**src/rtl/program_loader.sv**
```systemverilog
// Serial program loader: receives 8N1 UART bytes while programming mode is requested and writes
// each one as an instruction word into consecutive program-memory addresses, holding the core.
module program_loader #(
    parameter int unsigned CLKS_PER_BIT         = 1042,
    parameter int unsigned OPERATION_CODE_WIDTH = 3,
    parameter int unsigned REGISTER_WIDTH       = 4,
    parameter int unsigned MEMORY_ADDRESS_WIDTH = 4,
    parameter int unsigned MEMORY_REGISTERS     = 16
) (
    input  logic                                         clk_i,
    input  logic                                         reset_i,
    input  logic                                         p_programm_i,
    input  logic                                         rx_i,
    output logic                                         mem_we_o,
    output logic [MEMORY_ADDRESS_WIDTH-1:0]              mem_addr_o,
    output logic [OPERATION_CODE_WIDTH+REGISTER_WIDTH-1:0] mem_data_o,
    output logic                                         cpu_hold_o,
    output logic                                         done_o,
    output logic                                         error_o
);
    localparam int unsigned WORD_W = OPERATION_CODE_WIDTH + REGISTER_WIDTH;
    localparam int unsigned CNT_W  = $clog2(CLKS_PER_BIT);
    localparam int unsigned AW     = MEMORY_ADDRESS_WIDTH;
    localparam logic [CNT_W-1:0] BIT_LAST  = CNT_W'(CLKS_PER_BIT - 1);
    localparam logic [CNT_W-1:0] HALF_LAST = CNT_W'(CLKS_PER_BIT / 2 - 1);
    localparam logic [AW-1:0]    ADDR_LAST = AW'(MEMORY_REGISTERS - 1);

    typedef enum logic [2:0] {
        StIdle, StWaitStart, StStart, StData, StStop, StWrite, StDone, StAbort
    } state_e;

    state_e              state_q, state_d;
    logic                prog_meta_q, prog_s, prog_prev_q;
    logic                rx_meta_q, rx_s;
    logic [CNT_W-1:0]    cnt_q, cnt_d;
    logic [2:0]          bit_q, bit_d;
    logic [7:0]          shift_q, shift_d;
    logic [AW-1:0]       addr_q, addr_d;
    logic                we_q, we_d;
    logic [AW-1:0]       maddr_q, maddr_d;
    logic [WORD_W-1:0]   mdata_q, mdata_d;
    logic                hold_q, hold_d;
    logic                done_q, done_d;
    logic                error_q, error_d;
    logic                receiving;

    always_ff @(posedge clk_i) begin
        if (reset_i) begin
            prog_meta_q <= 1'b0;
            prog_s      <= 1'b0;
            prog_prev_q <= 1'b0;
            rx_meta_q   <= 1'b1;
            rx_s        <= 1'b1;
            state_q     <= StIdle;
            cnt_q       <= '0;
            bit_q       <= '0;
            shift_q     <= '0;
            addr_q      <= '0;
            we_q        <= 1'b0;
            maddr_q     <= '0;
            mdata_q     <= '0;
            hold_q      <= 1'b0;
            done_q      <= 1'b0;
            error_q     <= 1'b0;
        end else begin
            prog_meta_q <= p_programm_i;
            prog_s      <= prog_meta_q;
            prog_prev_q <= prog_s;
            rx_meta_q   <= rx_i;
            rx_s        <= rx_meta_q;
            state_q     <= state_d;
            cnt_q       <= cnt_d;
            bit_q       <= bit_d;
            shift_q     <= shift_d;
            addr_q      <= addr_d;
            we_q        <= we_d;
            maddr_q     <= maddr_d;
            mdata_q     <= mdata_d;
            hold_q      <= hold_d;
            done_q      <= done_d;
            error_q     <= error_d;
        end
    end

    assign receiving = (state_q == StWaitStart) || (state_q == StStart) ||
                       (state_q == StData) || (state_q == StStop);

    always_comb begin
        state_d = state_q;
        cnt_d   = cnt_q;
        bit_d   = bit_q;
        shift_d = shift_q;
        addr_d  = addr_q;
        we_d    = 1'b0;
        maddr_d = maddr_q;
        mdata_d = mdata_q;
        hold_d  = hold_q;
        done_d  = done_q;
        error_d = error_q;

        // Programming mode dropped before the image was complete.
        if (receiving && !prog_s) begin
            error_d = 1'b1;
            hold_d  = 1'b0;
            state_d = StIdle;
        end else begin
            unique case (state_q)
                StIdle: begin
                    hold_d = 1'b0;
                    if (prog_s && !prog_prev_q) begin
                        done_d  = 1'b0;
                        error_d = 1'b0;
                        addr_d  = '0;
                        hold_d  = 1'b1;
                        state_d = StWaitStart;
                    end
                end
                StWaitStart: begin
                    if (!rx_s) begin
                        cnt_d   = '0;
                        bit_d   = '0;
                        state_d = StStart;
                    end
                end
                StStart: begin
                    if (cnt_q == HALF_LAST) begin
                        cnt_d   = '0;
                        state_d = rx_s ? StWaitStart : StData;
                    end else begin
                        cnt_d = cnt_q + CNT_W'(1);
                    end
                end
                StData: begin
                    if (cnt_q == BIT_LAST) begin
                        cnt_d   = '0;
                        shift_d = {rx_s, shift_q[7:1]};
                        bit_d   = bit_q + 3'd1;
                        if (bit_q == 3'd7) state_d = StStop;
                    end else begin
                        cnt_d = cnt_q + CNT_W'(1);
                    end
                end
                StStop: begin
                    if (cnt_q == BIT_LAST) begin
                        cnt_d = '0;
                        // Bits above the instruction word must be zero.
                        if (rx_s && ((shift_q >> WORD_W) == 8'd0)) begin
                            we_d    = 1'b1;
                            maddr_d = addr_q;
                            mdata_d = shift_q[WORD_W-1:0];
                            state_d = StWrite;
                        end else begin
                            error_d = 1'b1;
                            state_d = StAbort;
                        end
                    end else begin
                        cnt_d = cnt_q + CNT_W'(1);
                    end
                end
                StWrite: begin
                    if (!prog_s) begin
                        error_d = 1'b1;
                        hold_d  = 1'b0;
                        state_d = StIdle;
                    end else if (addr_q == ADDR_LAST) begin
                        done_d  = 1'b1;
                        state_d = StDone;
                    end else begin
                        addr_d  = addr_q + AW'(1);
                        state_d = StWaitStart;
                    end
                end
                StDone, StAbort: begin
                    if (!prog_s) begin
                        hold_d  = 1'b0;
                        state_d = StIdle;
                    end
                end
                default: state_d = StIdle;
            endcase
        end
    end

    assign mem_we_o   = we_q;
    assign mem_addr_o = maddr_q;
    assign mem_data_o = mdata_q;
    assign cpu_hold_o = hold_q;
    assign done_o     = done_q;
    assign error_o    = error_q;
endmodule

```
**config.mk**
```make
export PLATFORM = sky130hd
export DESIGN_NAME = program_loader
export DESIGN_NICKNAME = d
export VERILOG_FILES = /design/src/rtl/program_loader.sv
export SDC_FILE = /design/constraint.sdc
export NUM_CORES = 1
export LEC_CHECK = 0
export ABC_CLOCK_PERIOD_IN_PS = 2800
export CAP_MARGIN = 15
export CORE_MARGIN = 2
export CORE_UTILIZATION = 57
export DETAILED_ROUTE_END_ITERATION = 10
export PLACE_DENSITY = 0.76
export SLEW_MARGIN = 20
export SYNTH_ARGS = -nofsm -noshare
export SYNTH_HDL_FRONTEND = slang
export SYNTH_SLANG_ARGS = --single-unit
```
**constraint.sdc**
```tcl
create_clock -name clk_i -period 2.8 [get_ports clk_i]
set_clock_uncertainty 0.1 [all_clocks]
set_input_delay 0.42 -clock clk_i [delete_from_list [all_inputs] [get_ports clk_i]]
set_output_delay 0.42 -clock clk_i [all_outputs]
set_load 0.01 [all_outputs]
```
==> key figures, run 1 <==
Run status
  – Status: finished clean

Placed design
  – Number of port buffers: 18
  – Placed inst area: 2540 um^2
  – Pre-CTS setup slack: 0.403 ns
  – Post-DP HPWL: 3.04 mm
  – Placer Congestion: 0.885

Clock tree
  – CTS Hold Bufs: 0
  – CTS max path bufs: 2
  – Clk sink count: 49
  – Cts repair resizes: 0
  – Cts bufs inserted: 5
  – Setup bufs post-CTS: 0
  – Clock latency on the worst-skew pair: 0.30 ns
  – Htree depth: 2
  – Worst-path clk slew: 0.09 ns
  – CTS tree: yes
  – Clock root cell: clkbuf_8

Detailed routing
  – Avg WL per Cell: 13.0 um
  – DR vias: 1,963
  – Routed WL: 4.50 mm
  – DRC Markers: 0
  – ANT nets after route: 0
  – DR iter-0 viols: 144
  – TritonRoute pass-1 iters: 5
  – Vias per cell: 5.67

Setup path
  – WP data required: 2.94 ns
  – CP Cell Sequence: or4_4 > nor4_4 > o32a_1 > o21ai_1 > or3_1 > a21oi_1
  – R2R Path Start: cnt_q[6]
  – Worst Path Max Fanout: 12
  – Crit path from: cnt_q[6]
  – Startpoint Class: register
  – Worst path buffer plus inverter count: 0
  – Crit path max-delay family: simple AND/OR/NAND/NOR gates
  – Crit. End Element: register
  – CP max-delay cell: or4_4
  – Worst path depth: 6
  – Worst flop-to-flop path endpoint: state_q[1]
  – Critical path class: register to register
  – Worst Path Arrival: 2.60 ns
  – Flop-to-flop setup slack: 0.34 ns
  – Crit path largest cell delay: 0.56 ns
  – Worst-case reg-to-reg path depth: 6

Pwr
  – Worst-case vdd ir drop: 0.395 mV
  – Internal Pwr Total: 0.912 mW
  – Leakage: 1.10 nW
  – Sw frac: 23.9%
  – PwrDens: 455 nW/um^2
  – Comb pwr share: 5.7%
  – Seq pwr share: 59.7%
  – Clock share of power: 34.6%
  – NetSw: 0.287 mW
  – Pwr Total: 1.20 mW

Synth
  – Register area share after synthesis: 42.5%
  – Post-synth ARST share: 0%
  – Syn avg cell area: 8.27 um^2
  – Mapped Cells: 279
  – Post-Syn Nets: 289
  – Synth Flop Type: dfxtp_1
  – Yosys top cell by area: dfxtp_1
  – Syn. warnings: 0
  – Synth Register Bits: 49
  – Synth Cell Area: 2310 um^2
  – Top post-synthesis cells by area: dfxtp_1 43%, mux2i_1 8.2%, nor2_1 7.0%
  – Netlist cell types: 42
  – Post-synth EDFFs: 0
  – Top cell type's share of synthesized area: 42.5%

Floorplan
  – Starting Density: 58.5%
  – Die ar.: 4570 um^2
  – # rows: 23
  – Core ar.: 3940 um^2
  – Chip Width: 67.6 um
  – Die Span Y: 67.6 um
  – I/O Pins: 19

GRT
  – Gr usage total: 21.6%
  – GR Overflow Total: 0
  – Initial antenna violation count: 0
  – Vias in the first global route: 1,734
  – First-pass GRT wire length: 7.51 mm
  – Largest net degree at the start of global routing: 44

STA
  – Slew HR: 49.2%
  – Min cycle time layout: 2.46 ns
  – Final period util: 87.8%
  – Unrepaired setup endpoints after global routing: no
  – Least-Margin Pin Slew: 0.756 ns
  – Setup_tns: 0 ns
  – Slew Limit Fails: 0
  – Setup ws final: 0.340 ns
  – Maximum achievable frequency: 407 MHz
  – Hold_ws: 0.316 ns
  – Hold Fails Final Rpt: 0
  – Final Setup Violations: 0

Finish
  – Antenna diodes: 0
  – Final Instance Area: 2630 um^2
  – Share of cells above drive strength 1: 8.78%
  – Fin nets: 305
  – P&R area growth vs syn: 14.2%

Worst hold path
  – Cells on Worst Hold Path: 1
  – HP Start: rx_meta_q
  – Worst Hold Path EP: rx_s
  – Worst min-delay path category: register to register

Flow run
  – Max_cap viols: 0
==> worst register-to-register path, stage by stage (launching register included) <==
cell,delay (ns)
dfxtp_1,0.35
or4_4,0.56
nor4_4,0.33
o32a_1,0.21
o21ai_1,0.26
or3_1,0.47
a21oi_1,0.12
==> cell usage in the layout, fill, tap and decap left out, types with 2 or more instances in the layout <==
cell type / synthesis / routed
xnor2_1: 2 / 2
or3_1: 3 / 3
o21ai_0: 5 / 5
or2_2: 6 / 6
ha_1: 6 / 6
nor3_1: 7 / 7
mux2i_1: 19 / 19
a21oi_1: 16 / 16
buf_4: 0 / 7
inv_1: 8 / 8
xor2_1: 2 / 2
clkdlybuf4s50_1: 0 / 18
clkbuf_8: 0 / 5
nor2_1: 43 / 43
a31o_2: 2 / 2
nor3b_1: 5 / 5
nand2_1: 28 / 28
o211ai_1: 2 / 2
nor2b_1: 8 / 8
a31oi_1: 8 / 8
clkinv_4: 0 / 2
dfxtp_1: 49 / 49
nand4_1: 4 / 4
nand3_1: 20 / 20
==> metal layers <==
layer | up-vias | GRT usage [%] | wire length (um) | part of all wire, %
met1 | 908 | 27.7 | 2110 | 47
met5 | - | 0 | 0 | 0
met4 | 0 | 9.44 | 102 | 2.3
met3 | 6 | 5.67 | 242 | 5.4
met2 | 51 | 33.9 | 2050 | 45
li1 | 998 | - | - | -
==> cell usage after synthesis (2+ instances only) <==
cell type and count:
dfxtp_1 49, nor2_1 43, nand2_1 28, nand3_1 20, mux2i_1 19, a21oi_1 16
clkbuf_1 14, a31oi_1 8, inv_1 8, nor2b_1 8, nor3_1 7, ha_1 6
or2_2 6, nor3b_1 5, o21ai_0 5, nand4_1 4, or3_1 3, a31o_2 2
buf_1 2, o211ai_1 2, xnor2_1 2, xor2_1 2
==> stage by stage <==
stage | utilization (%) | cells
3_3_place_gp | 64.5 | 338
6_report | 66.8 | 346
5_1_grt | 66.8 | 346
2_1_floorplan | - | 279
3_5_place_dp | 64.5 | 338
4_1_cts | 66.8 | 346
==> kinds of logic after synthesis <==
| family | share of synthesized area (%) |
|---|---|
| AND/OR/NAND/NOR | 28.6 |
| adder cells (fa/ha/maj) | 3.25 |
| buffers and inverters | 3.90 |
| flip-flops | 42.5 |
| multiplexers | 8.24 |
| AO/OA/AOI/OAI | 12.0 |
| XOR/XNOR | 1.52 |
==> cell type report <==
| cell class | count | area [um^2] |
|---|---|---|
| Clock buffer | 5 | 68.8 |
| Clock inverter | 3 | 22.5 |
| Fill cell | 328 | 1310 |
| Inverter | 8 | 30.0 |
| Multi-Input combinational cell | 206 | 1240 |
| Sequential cell | 49 | 981 |
| Tap cell | 50 | 62.6 |
| Timing Repair Buffer | 25 | 233 |
==> how the worst max path moves through the flow <==
| stage | endpoint |
|---|---|
| after floorplan | bit_q[0] |
| after global routing | state_q[0] |
| after detailed placement | state_q[1] |
| after CTS | state_q[1] |
| after global placement | bit_q[0] |
| final | state_q[1] |
==> flip-flops by register name (all words and copies together), names as in the netlist <==
name and cells:
shift_q 8, mem_data_o 7, error_o 1, prog_prev_q 1, prog_meta_q 1, rx_meta_q 1
rx_s 1, state_q 3, bit_q 3, addr_q 4, prog_s 1, cnt_q 11
mem_we_o 1, done_o 1, cpu_hold_o 1, mem_addr_o 4
==> power groups by stage <==
stage | Combinational (mW) | Sequential (mW) | Clock (mW)
2_1_floorplan | 0.0510 | 0.727 | 0
3_3_place_gp | 0.0671 | 0.732 | 0
3_5_place_dp | 0.0678 | 0.732 | 0
4_1_cts | 0.0683 | 0.715 | 0.426
5_1_grt | 0.0764 | 0.718 | 0.449
6_report | 0.0681 | 0.716 | 0.415
Note: power is estimated with default switching activity, not from simulation.
==> inputs of run 2 (changes only) <==
--- a/config.mk
+++ b/config.mk
@@ -9,6 +9,7 @@
 export CAP_MARGIN = 15
 export CORE_MARGIN = 2
 export CORE_UTILIZATION = 57
+export CTS_CLUSTER_SIZE = 16
 export DETAILED_ROUTE_END_ITERATION = 10
 export PLACE_DENSITY = 0.76
 export SLEW_MARGIN = 20
==> results of run 2 <==
No change in the layout: final DEF, timing and power equal those of run 1.
==> inputs of run 3 (changes only) <==
--- a/config.mk
+++ b/config.mk
@@ -5,13 +5,14 @@
 export SDC_FILE = /design/constraint.sdc
 export NUM_CORES = 1
 export LEC_CHECK = 0
-export ABC_CLOCK_PERIOD_IN_PS = 2800
+export ABC_AREA = 1
+export ABC_CLOCK_PERIOD_IN_PS = 2900
 export CAP_MARGIN = 15
 export CORE_MARGIN = 2
-export CORE_UTILIZATION = 57
+export CORE_UTILIZATION = 62
 export CTS_CLUSTER_SIZE = 16
 export DETAILED_ROUTE_END_ITERATION = 10
-export PLACE_DENSITY = 0.76
+export PLACE_DENSITY = 0.81
 export SLEW_MARGIN = 20
 export SYNTH_ARGS = -nofsm -noshare
 export SYNTH_HDL_FRONTEND = slang
==> constraint.sdc (replaced) <==
create_clock -name clk_i -period 2.9 [get_ports clk_i]
set_clock_uncertainty 0.1 [all_clocks]
set_input_delay 0.435 -clock clk_i [delete_from_list [all_inputs] [get_ports clk_i]]
set_output_delay 0.435 -clock clk_i [all_outputs]
set_load 0.01 [all_outputs]
==> key figures, run 3 <==
GRT
  – First-pass GRT wire length: 8.49 mm (+13%)
  – Gr usage total: 24.7% (+3.1 points)
  – Initial antenna violation count: 0 (unchanged)
  – Largest net degree at the start of global routing: 29 (-34%)
  – GR Overflow Total: 0 (unchanged)
  – Vias in the first global route: 1,940 (+12%)

Setup path
  – Crit path largest cell delay: 0.41 ns (-0.15 ns)
  – Worst path buffer plus inverter count: 0 (unchanged)
  – CP Cell Sequence: ha_1 > nand4_1 > nor2_4 > nand3_2 > o21ai_0 > a21oi_1
  – Worst Path Max Fanout: 16 (+4)
  – CP max-delay cell: dfxtp_1
  – Crit. End Element: register
  – WP data required: 2.98 ns (+0.04 ns)
  – Crit path max-delay family: simple AND/OR/NAND/NOR gates
  – Startpoint Class: register
  – Worst Path Arrival: 2.10 ns (-0.50 ns)
  – Critical path class: register to register

Finish
  – Final Instance Area: 2770 um^2 (+5.1%)
  – Antenna diodes: 0 (unchanged)
  – Most frequent cells in the layout: 67 x nand2_1, 56 x nor2_1, 49 x dfxtp_1, 41 x inv_1, 34 x a21oi_1
  – Largest reg by FF count: cnt_q
  – Layout filler cell count: 330 (+0.61%)
  – Register area: 981 um^2 (unchanged)
  – Commonest non-fill, non-tap cell in the layout: nand2_1
  – Final Util: 70.2% (+3.4 points)
  – Fin nets: 383 (+26%)
  – Share of cells above drive strength 1: 9.36% (+0.57 points)
  – P&R area growth vs syn: 10.9%
  – Multi-input gate area: 1280 um^2 (+3.8%)
  – Max FFs per register: 11 (unchanged)

Worst hold path
  – Worst min-delay path category: register to register

Synth
  – Syn. warnings: 0 (unchanged)
  – Synth Register Bits: 49 (unchanged)
  – Mux cell area share after synthesis: 0% (-8.2 points)
  – Count leader, synth: nand2_1
  – Largest family of logic cells by synthesized area: simple AND/OR/NAND/NOR gates
  – Synth cell count leaders: 67 x nand2_1, 56 x nor2_1, 49 x dfxtp_1
  – Top post-synthesis cells by area: dfxtp_1 39%, nand2_1 10%, nor2_1 8.4%
  – Post-synthesis simple-gate area fraction: 33.9% (+5.3 points)
  – Compound-Gate Fraction of Synth Area: 13.5% (+1.6 points)
  – Top cell type's share of synthesized area: 39.3% (-3.2 points)
  – Register area share after synthesis: 39.3% (-3.2 points)
  – Post-synth ARST share: 0% (unchanged)
  – Adder-Cell Fraction of Synth Area: 3.01% (-0.24 points)
  – Post-Syn Nets: 367 (+27%)
  – Mapped Cells: 357 (+28%)
  – Post-synth EDFFs: 0 (unchanged)
  – Synth Cell Area: 2490 um^2 (+8.1%)
  – Synth Flop Type: dfxtp_1
  – Netlist cell types: 30 (-29%)
  – Syn avg cell area: 6.99 um^2 (-15%)
  – Yosys top cell by area: dfxtp_1
  – Synth Area in XOR/XNOR: 1.05% (-0.47 points)

Placed design
  – Placed inst area: 2680 um^2 (+5.4%)
  – Placer Congestion: 0.933 (+5.4%)
  – Number of port buffers: 18 (unchanged)
  – Post-DP HPWL: 3.76 mm (+24%)

Pwr
  – Sw frac: 35.6% (+12 points)
  – Internal Pwr Total: 1.02 mW (+12%)
  – Seq pwr share: 47.2% (-12 points)
  – Clock share of power: 24.9% (-9.7 points)
  – Pwr Total: 1.59 mW (+33%)
  – Comb pwr share: 27.9% (+22 points)
  – Leakage: 1.12 nW (+1.9%)
  – Worst-case vdd ir drop: 0.411 mV (+4.1%)
  – NetSw: 0.566 mW (+97%)
  – PwrDens: 574 nW/um^2 (+26%)

STA
  – Maximum achievable frequency: 495 MHz (+22%)
  – Hold_ws: 0.308 ns (-0.00826 ns)
  – Unrepaired setup endpoints after global routing: no
  – Hold Fails Final Rpt: 0 (unchanged)
  – Final period util: 69.7% (-18 points)
  – Slew HR: 70.2% (+21 points)
  – Slew Limit Fails: 0 (unchanged)
  – Setup_tns: 0 ns (unchanged)
  – Min cycle time layout: 2.02 ns (-0.440 ns)
  – Least-Margin Pin Slew: 0.446 ns (-0.311 ns)
  – Final Setup Violations: 0 (unchanged)

Detailed routing
  – DR vias: 2,260 (+15%)
  – Routed WL: 5.13 mm (+14%)
  – Vias per cell: 5.33 (-6.0%)
  – Avg WL per Cell: 12.1 um (-6.9%)
  – DR iter-0 viols: 170 (+18%)
  – ANT nets after route: 0 (unchanged)
  – TritonRoute pass-1 iters: 4 (-1)
  – DRC Markers: 0 (unchanged)

Clock tree
  – Htree depth: 2 (unchanged)
  – Worst-path clk slew: 0.09 ns (about the same)
  – CTS max path bufs: 2 (unchanged)
  – Cts bufs inserted: 5 (unchanged)
  – Setup bufs post-CTS: 0 (unchanged)
  – Clk sink count: 49 (unchanged)
  – CTS Hold Bufs: 0 (unchanged)
  – Clock latency on the worst-skew pair: 0.30 ns (about the same)
  – Cts repair resizes: 0 (unchanged)
  – CTS tree: yes
  – Clock root cell: clkbuf_8

Run status
  – Status: finished clean

Floorplan
  – Chip Width: 67.4 um (-0.27%)
  – # rows: 23 (unchanged)
  – Core ar.: 3940 um^2 (unchanged)
  – I/O Pins: 19 (unchanged)
  – Die ar.: 4550 um^2 (-0.55%)
  – Starting Density: 63.3% (+4.8 points)
  – Die Span Y: 67.4 um (-0.27%)

Flow run
  – Max_cap viols: 0 (unchanged)
[run 3: cell types whose count changed in the layout (fill, tap and decap cells not counted), sizes merged, moves of 4 or more]
cell | before | now
a21oi | 16 | 34
a31oi | 8 | 0
buf | 7 | 1
inv | 8 | 44
mux2i | 19 | 0
nand2 | 28 | 70
nand3 | 20 | 32
nor2 | 43 | 63
nor2b | 8 | 0
nor3b | 5 | 0
o21ai | 6 | 28
or3 | 4 | 0
[run 3: cells by family after synthesis]
| logic type | count (synthesis) |
|---|---|
| buf+inv | 54 |
| simple gates | 181 |
| fa+ha+maj | 6 |
| flops | 49 |
| compound gates | 64 |
| xor+xnor | 3 |
[run 3: cell type report]
class / count / area share (%)
inverters: 44 / 5.97
repair buffers: 19 / 6.78
clock buffers: 6 / 2.62
clock inverters: 2 / 0.542
flip-flops and latches: 49 / 35.4
multi-input cells: 254 / 46.4
well taps: 50 / 2.26
[run 3: worst min-delay path, delay by kind of cell (launching register included)]
kind	cells	cell delay [ns]
AND/OR/NAND/NOR	1	0.03
flip-flops	1	0.31
buffers and inverters	1	0.04
[run 3: power groups by stage]
| stage | registers [mW] | clock network, mW | logic [mW] |
|---|---|---|---|
| 2_1_floorplan | 0.750 | 0 | 0.366 |
| 3_3_place_gp | 0.762 | 0 | 0.431 |
| 3_5_place_dp | 0.764 | 0 | 0.436 |
| 4_1_cts | 0.748 | 0.408 | 0.439 |
| 5_1_grt | 0.754 | 0.433 | 0.510 |
| 6_report | 0.750 | 0.396 | 0.444 |
[run 3: path summary, 6_finish.rpt]
check / slack [ns] / cells past startpoint / to / start
worst max-delay path: 0.88 / 6 / shift_q[1] / cnt_q[0]
worst min-delay path: 0.31 / 2 / prog_s / prog_meta_q
worst max register to register: 0.88 / 6 / shift_q[1] / cnt_q[0]
worst min register to register: 0.31 / 2 / prog_s / prog_meta_q
[run 3: metal layers]
| metal | global-route usage (%) | part of all wire [%] | routed length [um] | up-vias |
|---|---|---|---|---|
| li1 | - | - | - | 1180 |
| met1 | 32.3 | 47 | 2420 | 1033 |
| met2 | 40.2 | 48 | 2440 | 37 |
| met3 | 4.17 | 3.4 | 177 | 10 |
| met4 | 10.5 | 1.9 | 98 | 0 |
| met5 | 0 | 0 | 0 | - |
[run 3: metrics by stage]
stage | cells | setup WS (ns)
final | 424 | 0.880
after global routing | 424 | 0.691
after CTS | 424 | 0.899
after detailed placement | 416 | 0.914
after global placement | 416 | 0.985
after floorplan | 357 | 1.32
